===== src/rtl/rv_barrier_ctrl.sv =====
// Per-core barrier manager: parks arriving warps per barrier entry and
// releases the whole group with a one-cycle pulse once the programmed
// warp count has arrived. Flags duplicate arrivals and size mismatches.
module rv_barrier_ctrl #(
   parameter int unsigned NUM_WARPS    = 4,
   parameter int unsigned NUM_BARRIERS = 4,
   parameter int unsigned NW_BITS      = 2,
   parameter int unsigned NB_BITS      = 2
) (
   input  logic                    clk,
   input  logic                    reset,
   input  logic                    bar_valid,
   input  logic [NW_BITS-1:0]      bar_wid,
   input  logic [NB_BITS-1:0]      bar_id,
   input  logic [NW_BITS-1:0]      bar_size_m1,
   output logic                    release_valid,
   output logic [NB_BITS-1:0]      release_id,
   output logic [NUM_WARPS-1:0]    release_wmask,
   output logic [NUM_WARPS-1:0]    stalled_wmask,
   output logic [NUM_BARRIERS-1:0] barrier_busy,
   output logic                    dup_err,
   output logic                    size_err
);

   // Barrier table state
   logic [NW_BITS-1:0]   count_q [NUM_BARRIERS];
   logic [NW_BITS-1:0]   count_d [NUM_BARRIERS];
   logic [NUM_WARPS-1:0] wmask_q [NUM_BARRIERS];
   logic [NUM_WARPS-1:0] wmask_d [NUM_BARRIERS];
   logic [NW_BITS-1:0]   size_q  [NUM_BARRIERS];
   logic [NW_BITS-1:0]   size_d  [NUM_BARRIERS];

   // Registered pulse outputs
   logic                 release_valid_q, release_valid_d;
   logic [NB_BITS-1:0]   release_id_q, release_id_d;
   logic [NUM_WARPS-1:0] release_wmask_q, release_wmask_d;
   logic                 dup_err_q, dup_err_d;
   logic                 size_err_q, size_err_d;

   // Classification of the incoming event against pre-update state
   logic [NUM_WARPS-1:0] wid_oh;
   logic                 entry_idle;
   logic [NW_BITS-1:0]   eff_size;
   logic                 hit;

   assign wid_oh     = NUM_WARPS'(1) << bar_wid;
   assign entry_idle = (count_q[bar_id] == '0);
   assign eff_size   = entry_idle ? bar_size_m1 : size_q[bar_id];
   assign hit        = (eff_size == count_q[bar_id]);

   // Stall mask and busy flags derived from the table so they track releases exactly
   always_comb begin
      stalled_wmask = '0;
      barrier_busy  = '0;
      for (int b = 0; b < int'(NUM_BARRIERS); b++) begin
         stalled_wmask   = stalled_wmask | wmask_q[b];
         barrier_busy[b] = (count_q[b] != '0);
      end
   end

   // Next-state: drop duplicates, complete on hit, otherwise park the warp
   always_comb begin
      count_d         = count_q;
      wmask_d         = wmask_q;
      size_d          = size_q;
      release_valid_d = 1'b0;
      release_id_d    = '0;
      release_wmask_d = '0;
      dup_err_d       = 1'b0;
      size_err_d      = 1'b0;
      if (bar_valid) begin
         if (stalled_wmask[bar_wid]) begin
            dup_err_d = 1'b1;
         end else begin
            size_err_d = !entry_idle && (bar_size_m1 != size_q[bar_id]);
            if (hit) begin
               release_valid_d = 1'b1;
               release_id_d    = bar_id;
               release_wmask_d = wmask_q[bar_id] | wid_oh;
               count_d[bar_id] = '0;
               wmask_d[bar_id] = '0;
               size_d[bar_id]  = '0;
            end else begin
               count_d[bar_id] = count_q[bar_id] + NW_BITS'(1);
               wmask_d[bar_id] = wmask_q[bar_id] | wid_oh;
               if (entry_idle) begin
                  size_d[bar_id] = bar_size_m1;
               end
            end
         end
      end
   end

   // State and output registers
   always_ff @(posedge clk or posedge reset) begin
      if (reset) begin
         for (int b = 0; b < int'(NUM_BARRIERS); b++) begin
            count_q[b] <= '0;
            wmask_q[b] <= '0;
            size_q[b]  <= '0;
         end
         release_valid_q <= 1'b0;
         release_id_q    <= '0;
         release_wmask_q <= '0;
         dup_err_q       <= 1'b0;
         size_err_q      <= 1'b0;
      end else begin
         count_q         <= count_d;
         wmask_q         <= wmask_d;
         size_q          <= size_d;
         release_valid_q <= release_valid_d;
         release_id_q    <= release_id_d;
         release_wmask_q <= release_wmask_d;
         dup_err_q       <= dup_err_d;
         size_err_q      <= size_err_d;
      end
   end

   assign release_valid = release_valid_q;
   assign release_id    = release_id_q;
   assign release_wmask = release_wmask_q;
   assign dup_err       = dup_err_q;
   assign size_err      = size_err_q;

endmodule

===== config.mk =====
export PLATFORM = sky130hd
export DESIGN_NAME = rv_barrier_ctrl
export DESIGN_NICKNAME = d
export VERILOG_FILES = /design/src/rtl/rv_barrier_ctrl.sv
export SDC_FILE = /design/constraint.sdc
export NUM_CORES = 1
export LEC_CHECK = 0
export ABC_CLOCK_PERIOD_IN_PS = 7700
export BUFFER_PORTS_ARGS = -buffer_cell sky130_fd_sc_hd__buf_2
export CAP_MARGIN = 40
export CORE_UTILIZATION = 47
export DETAILED_ROUTE_END_ITERATION = 12
export PLACE_DENSITY = 0.66
export SYNTH_ARGS = -nofsm -noshare
export SYNTH_HDL_FRONTEND = slang
export SYNTH_SLANG_ARGS = --single-unit

===== constraint.sdc =====
create_clock -name clk -period 7.7 [get_ports clk]
set_input_delay 0 -clock clk [delete_from_list [all_inputs] [get_ports clk]]
set_output_delay 0 -clock clk [all_outputs]
set_load 0.02 [all_outputs]

* Word-level counts from Yosys, hierarchy flattened
Cells that the tools add are included.
Storage, ports and cells: output and inout bits 17, register bits after elaboration 41
Cells by class: mux-type cells 36, equal/unequal tests 2, $add $sub $neg 1, $lt $le $gt $ge 3, shift-type cells 1, bitwise operators 11, reductions and logical operators 11
Operator list (count):
- $mux 4 | 6
- $mux 8 | 3
- $mux 2 | 9
- $and 16x16->16 | 1
- $and 8x8->8 | 2
- $bwmux 16 | 1
- $bwmux 8 | 2
- $mux 16 | 1
- $not 16->16 | 1
- $or 4x4->4 | 4
- $reduce_bool 2->1 | 5
- $bmux 2 s2 | 2
- $bmux 4 s2 | 1
- $demux 4 s2 | 1
- $mux 1 | 8
- $not 8->8 | 1
- $demux 2 s2 | 1
- $shl 1x2->4 const A | 1
- $ge 3x3->1 const B | 1
- $lt 2x3->1 const B | 1
- $lt 3x1->1 const B | 1
- $not 2->3 | 1
- $reduce_and 3->1 | 1
- $add 2x1->2 const B | 1
- other kinds (8) | 9

* Logic depth before layout (Yosys ltp)
Gate-level depths: netlist of the first run.
depth in word-level cells 10, mapped depth 12

* Worst setup path after synthesis of the first run
Ideal clock, no wire load.
path type register to register, start point reg count_q[0] (netlist name), end point reg wmask_q[12] (netlist name), path buffers 2, period minus slack after synthesis 2.768 ns, arrival 2.640 ns, slack 4.932 ns, setup time 0.128 ns, cell stages (with the launch flop) 12, data required time 7.572 ns, cells stage by stage dfrtp_1 mux4_2 inv_1 ha_1 buf_2 nand2b_1 a2bb2oi_1 nand3_1 a211oi_1 buf_2 nor2_1 mux2_1
On the way: longest elaborated chain between the ends 7
Ends and longest elaborated chain:
- start, declared | line 26 | logic [NW_BITS-1:0] count_q [NUM_BARRIERS];
- start signal, assigned | line 108 | count_q <= count_d;
- $bmux 2 s2 * | line 47, 49
- $mux 2 (not written as such) * (2 in a row) | line 47, 49
- $logic_not 2->1 | line 47 | assign entry_idle = (count_q[bar_id] == '0);
- $mux 2 | line 48 | assign eff_size = entry_idle ? bar_size_m1 : size_q[bar_id];
- $eq 2x2->1 * | line 49 | assign hit = (eff_size == count_q[bar_id]);
- $mux 16 * | line 76 | if (hit) begin
- end signal, assigned | line 109 | wmask_q <= wmask_d;
- end, declared | line 28 | logic [NUM_WARPS-1:0] wmask_q [NUM_BARRIERS];
Every way passes the cells marked *; elsewhere a longest branch is shown, timed or not. The select of a mux whose other input is x is not followed. A chain may end at the register's enable or synchronous reset.

* Final worst setup path of the first run
start point reg wmask_q[2] (netlist name), end point reg size_q[5] (netlist name)
On the way: longest elaborated chain between the ends 5
Ends and longest elaborated chain:
- $or 4x4->4 | line 56 | stalled_wmask = stalled_wmask | wmask_q[b];
- $bmux 1 s2 | line 72 | if (stalled_wmask[bar_wid]) begin
- $mux 1 (not written as such) | line 72
- $not 1->1 (no source line)
- $reduce_and 3->1 (no source line)
- end signal, assigned | line 110 | size_q <= size_d;
- end, declared | line 30 | logic [NW_BITS-1:0] size_q [NUM_BARRIERS];
Every way passes these cells. The select of a mux whose other input is x is not followed.

==> metrics.md, run 1 <==
| Metric | Value |
|---|---|
| Leading area contributor after synthesis | dfrtp_1 |
| Slew margin rel. | 62.2% |
| Via/cell ratio | 5.71 |
| WHS | 0.0322 ns |
| Post-route DRC | 0 |
| Setup-failing EPs final | 0 |
| Synthesized area per cell | 12.4 sq um |
| Worst setup margin | 4.79 ns |
| Maximum clock rate | 344 MHz |
| ANT cells | 0 |
| RSZ-0062 raised after global routing | false |
| Internal power | 0.539 mW |
| Max-slew violations | 0 |
| CP arrival | 3.07 ns |
| Largest family of logic cells by synthesized area | multiplexers |
| WL/cell | 17.2 um |
| Post-layout power | 0.876 mW |
| CTS tree | yes |
| Worst path required time | 7.86 ns |
| Post-DP HPWL | 2.93 mm |
| Hold Crit Depth | 3 |
| Sequential power share | 39.6% |
| # resized after CTS | 0 |
| Synth Net Count | 172 |
| Minimum clock period | 2.91 ns |
| Cells taking the most area after synthesis | dfrtp_1, mux2_2, mux4_2 |
| Vias in the first global route | 1396 |
| Clock transition at path regs | 0.07 ns |
| Nets | 198 |
| H-tree depth | 2 |
| Core box area | 0.00406 sq mm |
| Worst reg2reg endpoint | size_q[5]$_DFFE_PP0P_ |
| Initial Util | 49.7% |
| CP max FO | 9 |
| Post-synth EDFFs | 0 |
| Post-Layout Inst Area | 0.00226 sq mm |
| Area share of xor/xnor cells in the synthesized design | 0.869% |
| Root Buffer | clkbuf_8 |
| Yosys cell types | 34 |
| Worst reg2reg startpoint | wmask_q[2]$_DFFE_PP0P_ |
| Crit end category | flip-flop |
| Total track usage | 21.3% |
| Worst setup SP type | flip-flop |
| Initial antenna violation count | 0 |
| CTS Buf Count | 5 |
| Remaining global-route overflow | 0 |
| Boundary pin count | 26 |
| Hold Path End | dup_err$_DFF_PP0_ |
| Sequential area share after synthesis | 50.9% |
| Hold Crit Start | bar_valid |
| GP Congestion | 0.822 |
| Later-pin clock latency in the skew report | 0.30 ns |
| Post-synth top area share | 50.9% |
| Switching Share | 38.5% |
| Layout Cells excl Fill | 239 |
| Ys Warns | 0 |
| Post-Syn Instances | 162 |
| Final core utilization | 55.8% |
| Port buffer count | 25 |
| First-pass GRT wire length | 6.80 mm |
| R2R setup slack | 4.79 ns |
| Post-Route WL | 4.11 mm |
| Psw | 0.337 mW |
| Worst slack, placed | 4.82 ns |
| Synth Area in Adders | 0.621% |
| Worst r2r path cells | 6 |
| Setup bufs post-CTS | 0 |
| Max-capacitance violation count | 0 |
| Synth Flop Type | dfrtp_1 |
| Layout area overhead | 12.3% |
| Layout cells sized above 1 | 35.4% |
| Fin Clk Skew | 0.00459 ns |
| Clock Sinks | 41 |
| Largest net degree at the start of global routing | 42 |
| Power Density | 387 mW/mm^2 |
| DP Cell Count | 230 |
| Worst-margin pin slew | 0.567 ns |
| Die area | 0.00455 sq mm |
| Clock Path Buffers | 2 |
| Mapped cell area | 0.00202 sq mm |
| ANT nets after route | 0 |
| P_leak | 1.11 nW |
| Die height | 67.5 um |
| Peak supply drop | 0.180 mV |
| First drt pass iteration count | 4 |
| Synth Register Bits | 41 |
| Crit share post-route | 37.8% |
| Synth async-reset ratio | 100% |
| Die W | 67.5 um |
| Detailed router's first-iteration violation count | 64 |
| Mux share of post-synthesis cell area | 23.8% |
| Outcome | finished clean |
| Logic pwr share | 45.0% |
| Rows | 23 |
| Final Hold Vio Count | 0 |
| Vias | 1364 |
| Post-Synth Simple-Gate Area | 12.2% |
| Post-synthesis compound-gate area fraction | 8.57% |
| Setup tns final | 0 ns |
| Clk network pwr share | 15.3% |
| Hold buffers post-CTS | 1 |
| Kind of critical path | flip-flop to flip-flop |
| Placed cell area | 0.00217 sq mm |
| Worst min path class | primary input to flip-flop |
synthesized netlist by cell type, drive strengths merged (3+ instances only):
cell type and count:
dfrtp 41, mux4 5, mux2 27, or2 6, o2bb2ai 8, mux2i 4, and3 3, clkbuf 3
inv 4, buf 6, nand2 8, o21bai 3, nor2 16, nor2b 3, or4 5
area by class of cell:
type                       count  area, sq um
multi-input combinational    108          927
inverter                       4         15.0
fill                         336         1790
sequential                    41         1030
timing repair buffer          28          150
clock buffer                   6         72.6
clock inverter                 2         10.0
tap                           50         62.6
cell families (layout without fill, tap and decap cells):
| family | Yosys count | in the layout |
|---|---|---|
| simple gates | 47 | 47 |
| flops | 41 | 41 |
| mux | 36 | 36 |
| compound gates | 22 | 22 |
| buf+inv | 13 | 40 |
| xor+xnor | 2 | 2 |
| fa+ha+maj | 1 | 1 |
power by group through the flow:
stage	Combinational (mW)	Clock (mW)	Sequential (mW)
6_report	0.394	0.134	0.347
5_1_grt	0.426	0.151	0.357
4_1_cts	0.396	0.138	0.347
3_5_place_dp	0.394	0	0.350
3_3_place_gp	0.380	0	0.345
2_1_floorplan	0.288	0	0.345
worst max-delay path, cell delays in order (launching register included):
cell	delay, ns
dfrtp_1	0.40
or4_4	0.54
a222oi_1	0.41
nand2_1	0.18
or4b_1	0.79
o21bai_1	0.30
o2bb2ai_1	0.14
cells in the final DEF, fill, tap and decap left out, drive strengths merged, types with 2 or more instances in the layout:
master and instances:
inv 4, mux4 5, clkbuf 6, or4 5, a2bb2oi 2, mux2 27, buf 27, o21ai 2
a21oi 2, nor2b 3, nand2 8, o2bb2ai 8, clkinv 2, o21bai 3, nor2 16, dfrtp 41
mux2i 4, and3 3, xor2 2, or2 6, nand3 2
sequential cells by signal, summed over array words and instances, names as in the netlist:
signal,flops
size_q,8
release_id,2
size_err,1
release_valid,1
wmask_q,16
release_wmask,4
count_q,8
dup_err,1
per-layer routing:
layer | wire length (um) | share of wire [%] | GRT usage [%]
met1 | 1880 | 46 | 27.6
met2 | 2010 | 49 | 33.2
met3 | 143 | 3.5 | 6.08
met4 | 72 | 1.8 | 9.04
met5 | 0 | 0 | 0
how the worst max path moves through the flow:
stage / from / cells after the start / endpoint
6_report: wmask_q[2]$_DFFE_PP0P_ / 6 / size_q[5]$_DFFE_PP0P_
5_1_grt: wmask_q[2]$_DFFE_PP0P_ / 6 / size_q[5]$_DFFE_PP0P_
4_1_cts: wmask_q[2]$_DFFE_PP0P_ / 6 / size_q[5]$_DFFE_PP0P_
3_5_place_dp: wmask_q[2]$_DFFE_PP0P_ / 6 / size_q[5]$_DFFE_PP0P_
3_3_place_gp: wmask_q[2]$_DFFE_PP0P_ / 6 / size_q[5]$_DFFE_PP0P_
2_1_floorplan: count_q[0]$_DFFE_PP0P_ / 11 / wmask_q[12]$_DFFE_PP0P_
Power figures use the tool's default switching activity.
==> run 2, diff against run 1 <==
- ABC_CLOCK_PERIOD_IN_PS: 7700 -> 2900
- clock period: 7.7 -> 2.9 ns (I/O delays scaled with it)
==> run 2 against run 1 <==
Against the previous run:
- register-to-register slack worse by 4.6 ns
- hold slack better by 0.025 ns
- sequential share of layout area down 0.74 points
- design area up 1.7%
- utilization up 0.93 points
- setup slack worse by 4.6 ns
- critical path depth unchanged
- fmax up 6.4%
- power rose to 2.7 times the previous value
- first-iteration DRC count up 39%
- critical path type unchanged
- largest cell class unchanged
- largest power group unchanged
==> metrics.md, run 2 (synthesis results as in run 1) <==
| Metric | Value |
|---|---|
| Port buffer count | 25 |
| Maximum clock rate | 366 MHz |
| Slew margin rel. | 65.3% |
| Worst min path class | primary input to flip-flop |
| Largest net degree at the start of global routing | 42 |
| Post-Route WL | 4.35 mm |
| Kind of critical path | flip-flop to flip-flop |
| CTS Buf Count | 5 |
| Layout cells sized above 1 | 37.0% |
| Worst r2r path cells | 6 |
| Max-slew violations | 0 |
| Hold Crit Start | bar_valid |
| Worst path required time | 3.06 ns |
| First-pass GRT wire length | 7.15 mm |
| Number of flip-flops in the largest register | 16 |
| Hold Crit Depth | 3 |
| Via/cell ratio | 5.78 |
| Root Buffer | clkbuf_8 |
| H-tree depth | 2 |
| Worst-margin pin slew | 0.521 ns |
| Fill cells | 347 |
| Clock Path Buffers | 2 |
| Worst setup SP type | flip-flop |
| First drt pass iteration count | 4 |
| Crit end category | flip-flop |
| Die area | 0.00455 sq mm |
| GP Congestion | 0.852 |
| Minimum clock period | 2.73 ns |
| Setup-failing EPs final | 0 |
| CP arrival | 2.89 ns |
| P_leak | 1.13 nW |
| Core box area | 0.00406 sq mm |
| CP max FO | 9 |
| Initial Util | 49.7% |
| Most common cell after layout, fill and taps aside | dfrtp_1 |
| Vias | 1399 |
| Top Registers | wmask_q x16, count_q x8, size_q x8 |
| Power Density | 1030 mW/mm^2 |
| Clock Sinks | 41 |
| Outcome | finished clean |
| Max-capacitance violation count | 0 |
| Post-route DRC | 0 |
| Post-DP HPWL | 3.08 mm |
| Clock transition at path regs | 0.07 ns |
| Reg with most FFs | wmask_q |
| Fin Clk Skew | 0.00596 ns |
| Worst reg2reg startpoint | wmask_q[2]$_DFFE_PP0P_ |
| Setup tns final | 0 ns |
| Initial antenna violation count | 0 |
| Boundary pin count | 26 |
| Later-pin clock latency in the skew report | 0.29 ns |
| RSZ-0062 raised after global routing | false |
| Final core utilization | 56.7% |
| Final Hold Vio Count | 0 |
| Peak supply drop | 0.623 mV |
| Vias in the first global route | 1488 |
| Layout area overhead | 14.2% |
| Most frequent cells in the layout | dfrtp_1, buf_2, nor2_1, mux2_2 |
| Worst reg2reg endpoint | size_q[7]$_DFFE_PP0P_ |
| CTS tree | yes |
| Total track usage | 22.1% |
| Post-layout power | 2.38 mW |
| Die height | 67.5 um |
| WL/cell | 18.0 um |
| Hold Path End | dup_err$_DFF_PP0_ |
| ANT nets after route | 0 |
| ANT cells | 0 |
| Die W | 67.5 um |
| Nets | 202 |
| Crit share post-route | 94.2% |
| Setup bufs post-CTS | 0 |
| R2R setup slack | 0.17 ns |
| Remaining global-route overflow | 0 |
| Detailed router's first-iteration violation count | 89 |
| Rows | 23 |
run 2: power breakdown:
part           internal, mW  switching, mW
sequential            0.785          0.144
combinational         0.495          0.585
clock                 0.189          0.181
run 2: worst max-delay path by stage:
stage | endpoint | start | cells past startpoint | slack [ns]
floorplan | wmask_q[12]$_DFFE_PP0P_ | count_q[0]$_DFFE_PP0P_ | 11 | 0.13
global placement | size_q[4]$_DFFE_PP0P_ | wmask_q[2]$_DFFE_PP0P_ | 6 | 0.19
detailed placement | size_q[4]$_DFFE_PP0P_ | wmask_q[2]$_DFFE_PP0P_ | 6 | 0.14
CTS | size_q[4]$_DFFE_PP0P_ | wmask_q[2]$_DFFE_PP0P_ | 6 | 0.12
global route | size_q[6]$_DFFE_PP0P_ | wmask_q[2]$_DFFE_PP0P_ | 6 | 0.01
finish | size_q[7]$_DFFE_PP0P_ | wmask_q[2]$_DFFE_PP0P_ | 6 | 0.17
run 2: layer usage:
layer | up-vias | track usage [%] | routed length [um]
li1 | 647 | - | -
met2 | 36 | 36.4 | 2140
met3 | 4 | 5.57 | 183
met1 | 712 | 28.1 | 1980
met5 | - | 0 | 0
met4 | 0 | 7.45 | 41
run 2: per-stage QoR:
step | setup WS, ns | hold slack (ns) | area (sq um) | cells
3_5_place_dp | 0.136 | 0.156 | 2200 | 234
6_report | 0.168 | 0.0572 | 2300 | 242
3_3_place_gp | 0.192 | 0.135 | 2200 | 234
2_1_floorplan | 0.132 | 0.170 | 2020 | 162
4_1_cts | 0.122 | 0.0369 | 2300 | 242
5_1_grt | 0.0137 | 0.0608 | 2300 | 242
run 2: area by class of cell:
cell class	count	area, sq um	share of cell area [%]
Clock buffer	7	86.3	3.75
Tap cell	50	62.6	2.72
Multi-Input combinational cell	108	931	40.5
Inverter	4	15.0	0.653
Sequential cell	41	1030	44.6
Timing Repair Buffer	32	180	7.83
run 2: worst max-delay path, cell delays in order (launching register included):
cell,delay [ns]
dfrtp_1,0.39
or4_4,0.54
a222oi_1,0.42
nand2_1,0.17
or4_1,0.68
o21bai_1,0.28
o2bb2ai_1,0.13
run 2: repair_timing:
item / in CTS / in global routing
hold buffers: 1 / 0
resized for setup: 0 / 1
endpoints found under the hold margin: 41 / 0
setup endpoints to repair: 0 / 2
==> run 3, diff against run 2 <==
- BUFFER_PORTS_ARGS: -buffer_cell sky130_fd_sc_hd__buf_2 -> -buffer_cell sky130_fd_sc_hd__buf_4
- CORE_UTILIZATION: 47 -> 45
- PLACE_DENSITY: 0.66 -> 0.64
==> run 3 against run 2 <==
Against the previous run:
- global-route usage decreased by 1.6 points
- clock-buffer cell count unchanged
- sequential power decreased by 0.5%
- combinational power increased by 7%
- fmax decreased by 1.9%
- power increased by 3.0%
- via count increased by 1.1%
- clock power about the same
- die area increased by 4.3%
- cell count unchanged
- sequential share of layout area decreased by 1.2 points
- design area increased by 2.7%
==> metrics.md, run 3 (synthesis results as in run 1) <==
| Metric | Value |
|---|---|
| ANT cells | 0 |
| Post-layout power | 2.45 mW |
| Initial antenna violation count | 0 |
| Worst reg2reg startpoint | wmask_q[2]$_DFFE_PP0P_ |
| Total track usage | 20.5% |
| Hold Crit Depth | 4 |
| Sequential power share | 37.7% |
| Outcome | finished clean |
| Layout cells sized above 1 | 37.0% |
| Worst reg2reg endpoint | size_q[6]$_DFFE_PP0P_ |
| R2R setup slack | 0.11 ns |
| Post-Route WL | 4.32 mm |
| Number of flip-flops in the largest register | 16 |
| Top Registers | wmask_q x16, count_q x8, size_q x8 |
| Worst path required time | 3.06 ns |
| Worst setup margin | 0.114 ns |
| Reg with most FFs | wmask_q |
| Port buffer count | 25 |
| Crit end category | flip-flop |
| CP arrival | 2.95 ns |
| Clock transition at path regs | 0.08 ns |
| Nets | 202 |
| Remaining global-route overflow | 0 |
| Die area | 0.00475 sq mm |
| Clock Sinks | 41 |
| CTS Buf Count | 5 |
| CTS tree | yes |
| Detailed router's first-iteration violation count | 85 |
| Most common cell after layout, fill and taps aside | dfrtp_1 |
| ANT nets after route | 0 |
| Via/cell ratio | 5.85 |
| Power Density | 1040 mW/mm^2 |
| Worst min path class | primary input to flip-flop |
| Setup-failing EPs final | 0 |
| Minimum clock period | 2.79 ns |
| Hold Path End | dup_err$_DFF_PP0_ |
| H-tree depth | 2 |
| Worst slack, placed | 0.0925 ns |
| Most frequent cells in the layout | dfrtp_1, buf_4, nor2_1, mux2_2 |
| First drt pass iteration count | 4 |
| CP max FO | 9 |
| Maximum clock rate | 359 MHz |
| First-pass GRT wire length | 6.89 mm |
| Core box area | 0.00414 sq mm |
| Rows | 23 |
| Worst r2r path cells | 6 |
| Layout area overhead | 17.3% |
| Worst-margin pin slew | 0.687 ns |
| GP Congestion | 0.802 |
| Vias in the first global route | 1390 |
| Fin Clk Skew | 0.00933 ns |
| Clk network pwr share | 15.1% |
| Logic pwr share | 47.2% |
| Psw | 0.910 mW |
| Switching Share | 37.1% |
| Hold Crit Start | bar_wid[1] |
| WL/cell | 17.8 um |
| Post-route DRC | 0 |
| Final Hold Vio Count | 0 |
| Kind of critical path | flip-flop to flip-flop |
| Peak supply drop | 0.483 mV |
| Internal power | 1.54 mW |
| Later-pin clock latency in the skew report | 0.29 ns |
| Max-capacitance violation count | 0 |
| Largest net degree at the start of global routing | 24 |
| Max-slew violations | 0 |
| P_leak | 1.15 nW |
| Clock Path Buffers | 2 |
| Final core utilization | 57.0% |
| Root Buffer | clkbuf_8 |
| Worst setup SP type | flip-flop |
| Boundary pin count | 26 |
| Crit share post-route | 96.1% |
| Die W | 68.9 um |
| Post-DP HPWL | 3.11 mm |
| Die height | 68.9 um |
| Initial Util | 48.6% |
| Vias | 1415 |
| Slew margin rel. | 54.2% |
-- run 3: layout make-up --
cell class	instances	area, sq um
Tap cell	50	62.6
Timing Repair Buffer	32	243
Clock buffer	7	86.3
Inverter	4	15.0
Multi-Input combinational cell	108	931
Fill cell	357	1780
Sequential cell	41	1030
-- run 3: metrics by stage --
stage / hold WS, ns / setup TNS, ns / std cells / area (sq um)
after floorplan: 0.170 / 0 / 162 / 2020
after global placement: 0.128 / 0 / 233 / 2260
after detailed placement: 0.156 / 0 / 233 / 2260
after CTS: 0.0394 / 0 / 241 / 2350
after global routing: 0.0561 / -0.0373 / 242 / 2360
final: 0.0511 / 0 / 242 / 2360
-- run 3: power by group through the flow --
stage,Clock [mW],Sequential [mW],Combinational (mW)
after floorplan,0,0.915,0.765
after global placement,0,0.915,1.11
after detailed placement,0,0.932,1.13
after CTS,0.378,0.923,1.14
after global routing,0.402,0.950,1.26
final,0.370,0.924,1.16
-- run 3: how the worst max path moves through the flow --
stage	from	endpoint	slack [ns]	cells past startpoint
6_report	wmask_q[2]$_DFFE_PP0P_	size_q[6]$_DFFE_PP0P_	0.11	6
5_1_grt	count_q[0]$_DFFE_PP0P_	wmask_q[12]$_DFFE_PP0P_	-0.02	10
4_1_cts	wmask_q[2]$_DFFE_PP0P_	size_q[5]$_DFFE_PP0P_	0.07	6
3_5_place_dp	wmask_q[2]$_DFFE_PP0P_	size_q[5]$_DFFE_PP0P_	0.09	6
3_3_place_gp	wmask_q[2]$_DFFE_PP0P_	size_q[4]$_DFFE_PP0P_	0.18	6
2_1_floorplan	count_q[0]$_DFFE_PP0P_	wmask_q[12]$_DFFE_PP0P_	0.13	11
-- run 3: critical path: stages (launching register included) --
cell and delay (ns):
dfrtp_1 0.40, or4_4 0.54, a222oi_1 0.44, nand2_1 0.18, or4_1 0.67, o21bai_1 0.29
o2bb2ai_1 0.13
-- run 3: routing by layer --
metal,part of all wire (%),up-vias,global-route usage (%),wire [um]
met3,5.1,9,4.11,220
met1,44,710,26.6,1910
met5,0,-,0,0
met4,1.6,0,6.89,70
li1,-,650,-,-
met2,49,46,33.9,2110
-- run 3: repair_timing --
item | 4_1_cts | 5_1_grt
endpoints found under the hold margin | 18 | 0
hold buffers | 1 | 0
resized for setup | 0 | 1
endpoints found under the setup margin | 0 | 4
setup buffers | 0 | 1
